$ cat src/rtl/persiana_pkg.sv
`default_nettype none
// ============================================================================
// Module   : persiana_pkg
// Purpose  : Shared types and helpers for the multi-position blind controller.
//            - estado_t  : FSM state encoding (3-bit)
//            - DIR_SUB / DIR_BAJ : pending-direction encoding
//            - onehot_idx : index of the set bit of a one-hot sensor vector
//            - multi_hot  : more than one sensor bit set
// Revision : 1.0 - initial release
// ============================================================================
package persiana_pkg;

    typedef enum logic [2:0] {
        IDLE     = 3'd0,
        SUBIENDO = 3'd1,
        BAJANDO  = 3'd2,
        PAUSA    = 3'd3,
        FALLA    = 3'd4
    } estado_t;

    localparam logic DIR_SUB = 1'b1;
    localparam logic DIR_BAJ = 1'b0;

    // Sensor vectors are zero-extended to 8 bits (NPOS <= 8) before use.
    // Only meaningful when exactly one bit is set; returns the highest set
    // bit otherwise, which callers never rely on.
    function automatic logic [2:0] onehot_idx(input logic [7:0] v);
        logic [2:0] idx;
        idx = 3'd0;
        for (int i = 0; i < 8; i++) begin
            if (v[i]) idx = 3'(i);
        end
        return idx;
    endfunction

    // Clearing the lowest set bit leaves something only if two or more were set.
    function automatic logic multi_hot(input logic [7:0] v);
        return (v & (v - 8'd1)) != 8'd0;
    endfunction

endpackage
`default_nettype wire

$ cat src/rtl/persiana_temporizador.sv
`default_nettype none
// ============================================================================
// Module   : persiana_temporizador
// Purpose  : Loadable down-counter that saturates at zero. Used both for the
//            reversal dead time and for the motion watchdog.
// Ports    : reloj  - clock
//            reset  - asynchronous active-high reset (count cleared)
//            carga  - load strobe, takes precedence over counting
//            valor  - load value
//            cero   - count is zero
// Revision : 1.0 - initial release
// ============================================================================
module persiana_temporizador #(
    parameter int TW = 10
) (
    input  logic          reloj,
    input  logic          reset,
    input  logic          carga,
    input  logic [TW-1:0] valor,
    output logic          cero
);

    logic [TW-1:0] cnt;

    always_ff @(posedge reloj or posedge reset) begin
        if (reset) begin
            cnt <= '0;
        end else if (carga) begin
            cnt <= valor;
        end else if (cnt != '0) begin
            cnt <= cnt - TW'(1);
        end
    end

    assign cero = (cnt == '0);

endmodule
`default_nettype wire

$ cat src/rtl/persiana_multipos.sv
`default_nettype none
// ============================================================================
// Module   : persiana_multipos
// Purpose  : Moore controller driving one blind motor toward any of NPOS
//            sensor-marked positions, with homing, reversal dead time, motion
//            watchdog with latched fault, and retargeting while moving.
// Ports    : reloj, reset          - clock, asynchronous active-high reset
//            sens[NPOS]            - position sensors (bit 0 = bottom)
//            cmd_pos, cmd_valid    - target index and its one-cycle strobe
//            clr_falla             - fault clear strobe
//            subir, bajar          - motor up / down (registered)
//            moviendo              - motor is being driven
//            pos_actual, pos_valido- last sensor index seen and its validity
//            falla                 - latched fault
// Revision : 1.0 - initial release
// ============================================================================
module persiana_multipos
    import persiana_pkg::*;
#(
    parameter int NPOS  = 3,
    parameter int DEADT = 4,
    parameter int TMAX  = 1000,
    localparam int PW   = (NPOS > 2) ? $clog2(NPOS) : 1,
    localparam int TW   = $clog2(TMAX + 1)
) (
    input  logic            reloj,
    input  logic            reset,
    input  logic [NPOS-1:0] sens,
    input  logic [PW-1:0]   cmd_pos,
    input  logic            cmd_valid,
    input  logic            clr_falla,
    output logic            subir,
    output logic            bajar,
    output logic            moviendo,
    output logic [PW-1:0]   pos_actual,
    output logic            pos_valido,
    output logic            falla
);

    localparam logic [PW:0] NPOS_W = (PW + 1)'(NPOS);

    estado_t       state, state_n;
    logic [PW-1:0] target, target_n;
    logic          dir_pend, dir_n;
    logic          carga;
    logic [TW-1:0] valor;
    logic          cero;

    logic [7:0]    sens8;
    logic          multi, uno;
    logic [PW-1:0] idx, eff_pos;
    logic [2:0]    tgt3;
    logic          cmd_ok, new_idx, moving, up, want_up;

    always_comb begin
        sens8 = 8'd0;
        sens8[NPOS-1:0] = sens;
    end

    assign multi   = multi_hot(sens8);
    assign uno     = (sens8 != 8'd0) && !multi;
    assign idx     = PW'(onehot_idx(sens8));
    assign tgt3    = 3'(target);
    assign cmd_ok  = cmd_valid && ({1'b0, cmd_pos} < NPOS_W);
    assign moving  = (state == SUBIENDO) || (state == BAJANDO);
    assign up      = (state == SUBIENDO);
    assign new_idx = uno && (!pos_valido || (idx != pos_actual));
    // Best estimate of where the blind is right now.
    assign eff_pos = uno ? idx : pos_actual;

    persiana_temporizador #(.TW(TW)) u_tmr (
        .reloj (reloj),
        .reset (reset),
        .carga (carga),
        .valor (valor),
        .cero  (cero)
    );

    always_comb begin
        state_n  = state;
        target_n = target;
        dir_n    = dir_pend;
        want_up  = 1'b0;
        carga    = 1'b0;
        valor    = '0;

        if (state == FALLA) begin
            if (clr_falla) state_n = IDLE;
        end else if (multi) begin
            state_n = FALLA;
        end else begin
            case (state)
                IDLE: begin
                    if (cmd_ok) begin
                        target_n = cmd_pos;
                        if (!pos_valido)               state_n = BAJANDO;
                        else if (cmd_pos > pos_actual) state_n = SUBIENDO;
                        else if (cmd_pos < pos_actual) state_n = BAJANDO;
                    end
                end
                SUBIENDO, BAJANDO: begin
                    if (cero) begin
                        state_n = FALLA;
                    end else if (!pos_valido && uno) begin
                        // First sensor after homing: re-derive direction.
                        want_up = (target > idx);
                        if (idx == target) begin
                            state_n = IDLE;
                        end else if (want_up != up) begin
                            state_n = PAUSA;
                            dir_n   = want_up ? DIR_SUB : DIR_BAJ;
                        end
                    end else if (pos_valido && sens8[tgt3]) begin
                        state_n = IDLE;
                    end else if ((up && sens[NPOS-1]) || (!up && sens[0])) begin
                        state_n = IDLE;
                    end else if (cmd_ok) begin
                        target_n = cmd_pos;
                        if (pos_valido) begin
                            // Between sensors, a target equal to the last seen
                            // index lies behind the direction of travel.
                            want_up = up ? (cmd_pos > eff_pos) : !(cmd_pos < eff_pos);
                            if (uno && (idx == cmd_pos)) begin
                                state_n = IDLE;
                            end else if (want_up != up) begin
                                state_n = PAUSA;
                                dir_n   = want_up ? DIR_SUB : DIR_BAJ;
                            end
                        end
                    end
                end
                PAUSA: begin
                    if (cmd_ok) begin
                        target_n = cmd_pos;
                        if (uno && (idx == cmd_pos))  state_n = IDLE;
                        else if (cmd_pos > eff_pos)   dir_n = DIR_SUB;
                        else if (cmd_pos < eff_pos)   dir_n = DIR_BAJ;
                    end
                    if ((state_n == PAUSA) && cero) begin
                        state_n = (dir_n == DIR_SUB) ? SUBIENDO : BAJANDO;
                    end
                end
                default: state_n = IDLE;
            endcase
        end

        // Dead time on entering PAUSA; watchdog on entering motion or on
        // reaching a sensor not seen before.
        if ((state_n == PAUSA) && (state != PAUSA)) begin
            carga = 1'b1;
            valor = TW'(DEADT - 1);
        end else if (((state_n == SUBIENDO) || (state_n == BAJANDO)) && (!moving || new_idx)) begin
            carga = 1'b1;
            valor = TW'(TMAX - 1);
        end
    end

    always_ff @(posedge reloj or posedge reset) begin
        if (reset) begin
            state      <= IDLE;
            target     <= '0;
            dir_pend   <= DIR_BAJ;
            pos_actual <= '0;
            pos_valido <= 1'b0;
            subir      <= 1'b0;
            bajar      <= 1'b0;
            moviendo   <= 1'b0;
            falla      <= 1'b0;
        end else begin
            state    <= state_n;
            target   <= target_n;
            dir_pend <= dir_n;
            subir    <= (state_n == SUBIENDO);
            bajar    <= (state_n == BAJANDO);
            moviendo <= (state_n == SUBIENDO) || (state_n == BAJANDO);
            falla    <= (state_n == FALLA);
            // Tracking is frozen in FALLA so a clear always forces re-homing.
            if (state == FALLA) begin
                if (clr_falla) pos_valido <= 1'b0;
            end else if (uno) begin
                pos_actual <= idx;
                pos_valido <= 1'b1;
            end
        end
    end

endmodule
`default_nettype wire

$ cat config.mk
export PLATFORM = sky130hd
export DESIGN_NAME = persiana_multipos
export DESIGN_NICKNAME = d
export VERILOG_FILES = /design/src/rtl/persiana_pkg.sv /design/src/rtl/persiana_temporizador.sv /design/src/rtl/persiana_multipos.sv
export SDC_FILE = /design/constraint.sdc
export NUM_CORES = 1
export LEC_CHECK = 0
export BUFFER_PORTS_ARGS = -buffer_cell sky130_fd_sc_hd__buf_2
export CAP_MARGIN = 10
export CORE_ASPECT_RATIO = 1.4
export CORE_MARGIN = 2
export CORE_UTILIZATION = 50
export CTS_CLUSTER_SIZE = 16
export DETAILED_ROUTE_END_ITERATION = 10
export GPL_TIMING_DRIVEN = 1
export PLACE_DENSITY = 0.75
export SYNTH_ARGS = -nofsm -noshare
export SYNTH_HDL_FRONTEND = slang
export SYNTH_HIERARCHICAL = 1
export SYNTH_SLANG_ARGS = --single-unit
$ cat constraint.sdc
create_clock -name reloj -period 4.79 [get_ports reloj]
set_clock_uncertainty 0.2 [all_clocks]
set_input_delay 0.479 -clock reloj [delete_from_list [all_inputs] [get_ports reloj]]
set_output_delay 0.479 -clock reloj [all_outputs]
set_load 0.1 [all_outputs]
Word-level counts from Yosys, hierarchy flattened
Index checks and enable logic that the tools add are counted.

Flip-flop bits (word level): 23. Bits in latches: 0. RAM bits: 0. Bits in read-only memories: 0. Output and inout port bits: 7. Memories kept: 0.

Add/sub/neg operators: 2. $mul: 0. Divide/modulo/power cells: 0. Magnitude comparators: 7. Equal/unequal tests: 28. Shift operators: 0. Multiplexer cells: 66. Bitwise operators: 3. Reductions and logical operators: 35.

Operators with widths (count): 3-bit two-way mux (23); 10-bit two-way mux (4); 1-bit two-way mux (27); 3-bit inequality test, second input constant (8); 2-bit two-way mux (8); 8-bit nonzero test (2); 3-bit by 2-bit equality test with 1-bit output, second input constant (5); 12-bit AND reduction (1); 1-bit logical AND (11); 10-bit zero test (1); 2-bit inequality test, second input constant (5); 10-bit nonzero test (1); 10-bit by 1-bit subtractor with 10-bit output, second input constant (1); 3-bit case mux with 3 select lines (1); 3-bit by 8-bit bitwise AND with 8-bit output (1); 2-bit nonzero test (4); 7-bit AND reduction (1); 3-bit by 1-bit equality test with 1-bit output, second input constant (2); 3-bit equality test, second input constant (2); 2-bit greater-than comparator (3); 1-bit zero test (5); 1-bit logical OR (5); 2-bit equality test (2); 2-bit < comparator (2); other kinds (13) (16).

Depth between registers and ports, before layout
Depth in word-level cells: 27. Mapped depth: 17. Mapped depth without buffers: 14.

Hierarchy
The synthesis kept the hierarchy.

By module, submodules not included: persiana_multipos (instances 1, cells an instance 148, area each 1208.7 um^2, seq. area each 325.3 um^2); persiana_temporizador (instances 1, cells an instance 76, area each 693.2 um^2, seq. area each 250.2 um^2).

Least setup slack after synthesis
OpenSTA, ideal clock, no wires.

Path type: reg-to-reg. From: register pos_actual[1]. To: register u_tmr.cnt[7]. Setup time: 0.094 ns. Arrival time: 4.231 ns. Setup slack: 0.265 ns. Stages on the path, launching flop included: 15. Clock period less this slack: 4.525 ns. Cells stage by stage: dfrtp_1 -> inv_1 -> o21a_1 -> ha_1 -> a21o_1 -> or4_1 -> o311a_1 -> nor4_4 -> or4b_1 -> nand3_1 -> clkbuf_1 -> clkbuf_1 -> nor2_1 -> o41a_1 -> a211oi_1.

Longest elaborated chain between the ends: 22. Elaborated cells on any way between the ends: 48.

RTL lines: start, declared (RTL line persiana_multipos.sv:35) `output logic [PW-1:0] pos_actual,`; start signal, assigned (RTL line persiana_multipos.sv:181) `pos_actual <= idx;`; 2-bit two-way mux; 2-bit < comparator (RTL line persiana_multipos.sv:122, persiana_multipos.sv:137); 1-bit zero test (RTL line persiana_multipos.sv:122) `want_up = up ? (cmd_pos > eff_pos) : !(cmd_pos < eff_pos);`; 1-bit two-way mux (RTL line persiana_multipos.sv:122); 1-bit inequality test (RTL line persiana_multipos.sv:125) `end else if (want_up != up) begin`; 3-bit two-way mux (RTL line persiana_multipos.sv:125); 3-bit two-way mux (RTL line persiana_multipos.sv:123) `if (uno && (idx == cmd_pos)) begin`; 3-bit two-way mux (RTL line persiana_multipos.sv:119) `if (pos_valido) begin`; (+7 left out); 3-bit two-way mux (RTL line persiana_multipos.sv:87) `if (state == FALLA) begin`; 3-bit by 1-bit equality test with 1-bit output / 3-bit by 2-bit equality test with 1-bit output (equally long branches) (RTL line persiana_multipos.sv:152) `end else if (((state_n == SUBIENDO) || (state_n == BAJANDO)) && (!moving || new_idx)) begin`; 1-bit logical OR (RTL line persiana_multipos.sv:152); 1-bit logical AND (RTL line persiana_multipos.sv:152); 1-bit two-way mux (RTL line persiana_multipos.sv:152); 1-bit two-way mux * (RTL line persiana_multipos.sv:149) `if ((state_n == PAUSA) && (state != PAUSA)) begin`; named net carga (RTL line persiana_multipos.sv:45) `logic carga;`; 10-bit two-way mux / 2-bit nonzero test (equally long branches); end signal, assigned (RTL line persiana_temporizador.sv:29) `cnt <= valor;`; end signal, assigned (RTL line persiana_temporizador.sv:31) `cnt <= cnt - TW'(1);`; end, declared (RTL line persiana_temporizador.sv:23) `logic [TW-1:0] cnt;`.

The timed path passes the listed nets; every way through them passes the cells marked *. The select of a mux whose other input is x is not followed. A chain may end at the register's enable or synchronous reset.

Final worst setup path
From: register u_tmr.cnt[0]. To: register u_tmr.cnt[1].

Longest elaborated chain between the ends: 12. Elaborated cells on any way between the ends: 22.

RTL lines: 10-bit zero test * (RTL line persiana_temporizador.sv:35) `assign cero = (cnt == '0);`; named net cero (RTL line persiana_multipos.sv:47) `logic cero;`; 1-bit logical AND (RTL line persiana_multipos.sv:139) `if ((state_n == PAUSA) && cero) begin`; 3-bit two-way mux (RTL line persiana_multipos.sv:139); 3-bit case mux with 3 select lines * (RTL line persiana_multipos.sv:92) `case (state)`; 3-bit two-way mux * (RTL line persiana_multipos.sv:89) `end else if (multi) begin`; 3-bit two-way mux * (RTL line persiana_multipos.sv:87); 3-bit by 1-bit equality test with 1-bit output / 3-bit by 2-bit equality test with 1-bit output (equally long branches) (RTL line persiana_multipos.sv:152); 1-bit logical OR (RTL line persiana_multipos.sv:152); 1-bit logical AND (RTL line persiana_multipos.sv:152); 1-bit two-way mux (RTL line persiana_multipos.sv:152); 1-bit two-way mux * (RTL line persiana_multipos.sv:149); named net carga (RTL line persiana_multipos.sv:45); 10-bit two-way mux / 2-bit nonzero test (equally long branches).

Marked as above.

==> metrics.csv <==
metric,value,unit
nets,248,
Worst Tran Pin Value,854.4,ps
"EDFF count, synth",0,
CTS tree,built,
htree depth,1,
most frequent cells in the layout,"dfrtp_1, nor2_1, nand2_1",
Layout Cells excl Fill,273,
CTS root buffer,clkbuf_8,
syn_area_per_cell,8.490,µm²
Worst EP arrival,4320,ps
Peak supply drop,0.3300,mV
DRC viols,0,
Fmax achieved,0.2298,GHz
post-synthesis xor/xnor area fraction,0.01842,
TNS Setup,0,ps
Pwr per Cell Area,528.1,nW/µm²
# fillers,358,
CP endpoint kind,flip-flop,
WS Path Type,reg2reg,
Mapped Area,1902,µm²
min Tclk post-route,4352,ps
compound-gate portion of the synthesized area,0.2336,
fraction of the mapped netlist area in simple logic gates,0.2697,
status,"complete, no violations",
Vias/cell,6.201,
register area share after synthesis,0.3026,
antenna cells,0,
Die X,56.13,µm
synth top area cells,"dfrtp_1, ha_1, nor2_1, nand2_1, mux2i_1",
initial antenna violation count,0,
multi-input logic area,1181,µm²
drt pass-1 iters,4,
CP required,4760,ps
DP Wirelength,3272,µm
Worst-path clk slew,90,ps
die area,4320,µm²
Starting DRT DRC Count,89,
first-pass GRT wire length,7258,µm
Final Power,1060,µW
"antenna viol nets, final",0,
area of the core,3643,µm²
Site Rows,26,
mux contribution to synthesized area,0.04934,
Final Instance Area,2007,µm²
Cells after Synth,224,
fin. max-slew vios,0,
area grow syn2layout,5.526,%
CTS sink count,23,
RSZ-0062 raised after global routing,false,
Ys Warns,6,
I/O Buffers,15,
leakage power,0.0008559,µW
Yosys cell types,67,
"Hold Violations, Final",0,
total CTS buffers,3,
Avg WL per Cell,15.59,µm
grt ovf,0,
I/O Pins,16,
Die H,76.97,µm
share of cells above drive strength 1,0.1472,
final period utilization,0.9085,
GRT Resource Usage Total,0.2077,
Max clock buf depth,2,
Hold WS,214.6,ps
Synth Flop Type,dfrtp_1,
startpoint types,flip-flop,
dpl cells,268,
drt total wl,4256,µm
"commonest non-fill, non-tap cell in the layout",dfrtp_1,
HP Class,in2reg,
Worst path top cell family by delay,simple AND/OR/NAND/NOR gates,
post-synth top area share,0.3026,
max-cap violations,0,
CP max stage delay,590,ps
CP Max Fanout,11,
synthesized-area fraction occupied by adder cells,0.04605,
main combinational cell family by area after synthesis,simple AND/OR/NAND/NOR gates,
Post-synth ARST share,1.000,
largest net degree at the start of global routing,15,
final setup fails,0,
CP bufs+invs,3,
vias in the first global route,1605,
crit path cell chain,"inv_1, ha_1, or4b_1, nor3_2, inv_1, or4_1, o311a_1, nor4_4, or4b_1, nand3_1, buf_4, a41oi_1, a22o_1",
FF/Latch Area,575.6,µm²
Max transition margin,0.4224,
CP max-delay cell,or4b_1,
latest clock arrival within the worst-skew pair,270,ps
post-synth top area cell,dfrtp_1,
via count,1693,
Initial Utilization,0.5220,
gpl congestion,0.8737,
post-synthesis register bit count,23,
Post-DP Area,1948,µm²
-- state kept, by name, indices dropped and copies added (netlist names) --
signal,cells
subir,1
falla,1
dir_pend,1
bajar,1
u_tmr/cnt,10
target,2
pos_valido,1
moviendo,1
state,3
pos_actual,2
-- per-layer routing --
metal | vias up | GRT usage | wire, µm
met5 | - | 0 | 0
met2 | 49 | 0.3741 | 2225
met4 | 0 | 0.1214 | 180
met3 | 17 | 0.02024 | 112
li1 | 846 | - | -
met1 | 781 | 0.2309 | 1738
-- stage by stage --
stage,setup WS (ps),utilization
after floorplan,265.1,-
after CTS,442.9,0.5508
after global routing,102.0,0.5508
after global placement,568.9,0.5347
final,438.4,0.5508
after detailed placement,472.9,0.5347
-- report_power, final --
| part | switching, µW | internal, µW | total, µW |
|---|---|---|---|
| registers | 116 | 268 | 384 |
| logic | 345 | 201 | 546 |
| clock network | 71.1 | 59.0 | 130 |
-- synth_stat cells, drive strengths merged (3+ instances only) --
library cell   n
dfrtp         23
nor2          22
nand2         21
inv           15
a21oi         11
buf            9
o21ai          9
ha             7
nor3           7
nor4           7
a31oi          6
clkbuf         6
mux2i          6
o31ai          5
nand3          4
nor2b          4
xnor2          4
and3           3
mux2           3
nor3b          3
o41ai          3
or4            3
-- cells by family after synthesis --
kind of cell / after synthesis
buffers and inverters: 30
and+or+nand+nor: 90
other: 1
DFF: 23
adders and majority gates: 7
AOI/OAI and AO/OA: 60
xor gates and xnor gates: 4
muxes: 9
-- path summary, 6_finish.rpt --
kind                         startpoint      endpoint  slack (ps)  cells past startpoint
max                        u_tmr/cnt[0]  u_tmr/cnt[1]         440                     13
min                           clr_falla         falla         210                      2
max reg2reg                u_tmr/cnt[0]  u_tmr/cnt[1]         440                     13
min reg2reg                   target[0]     target[0]         350                      2
max in group asynchronous         reset     target[1]        3440                      3
min in group asynchronous         reset  u_tmr/cnt[5]         530                      3
-- layout make-up --
cell class                 count  share of cell area
clock buffer                   3             0.02057
tap                           42             0.02618
timing repair buffer          17             0.04613
clock inverter                 1            0.003741
multi-input combinational    172              0.5885
sequential                    23              0.2868
inverter                      15             0.02805
-- timing repair --
item                                   in CTS  in global routing
buffers inserted                            0                  0
gates resized for setup                     0                  0
hold buffers                                1                  0
endpoints found under the hold margin      10                  0
Note: power is estimated with default switching activity, not from simulation.
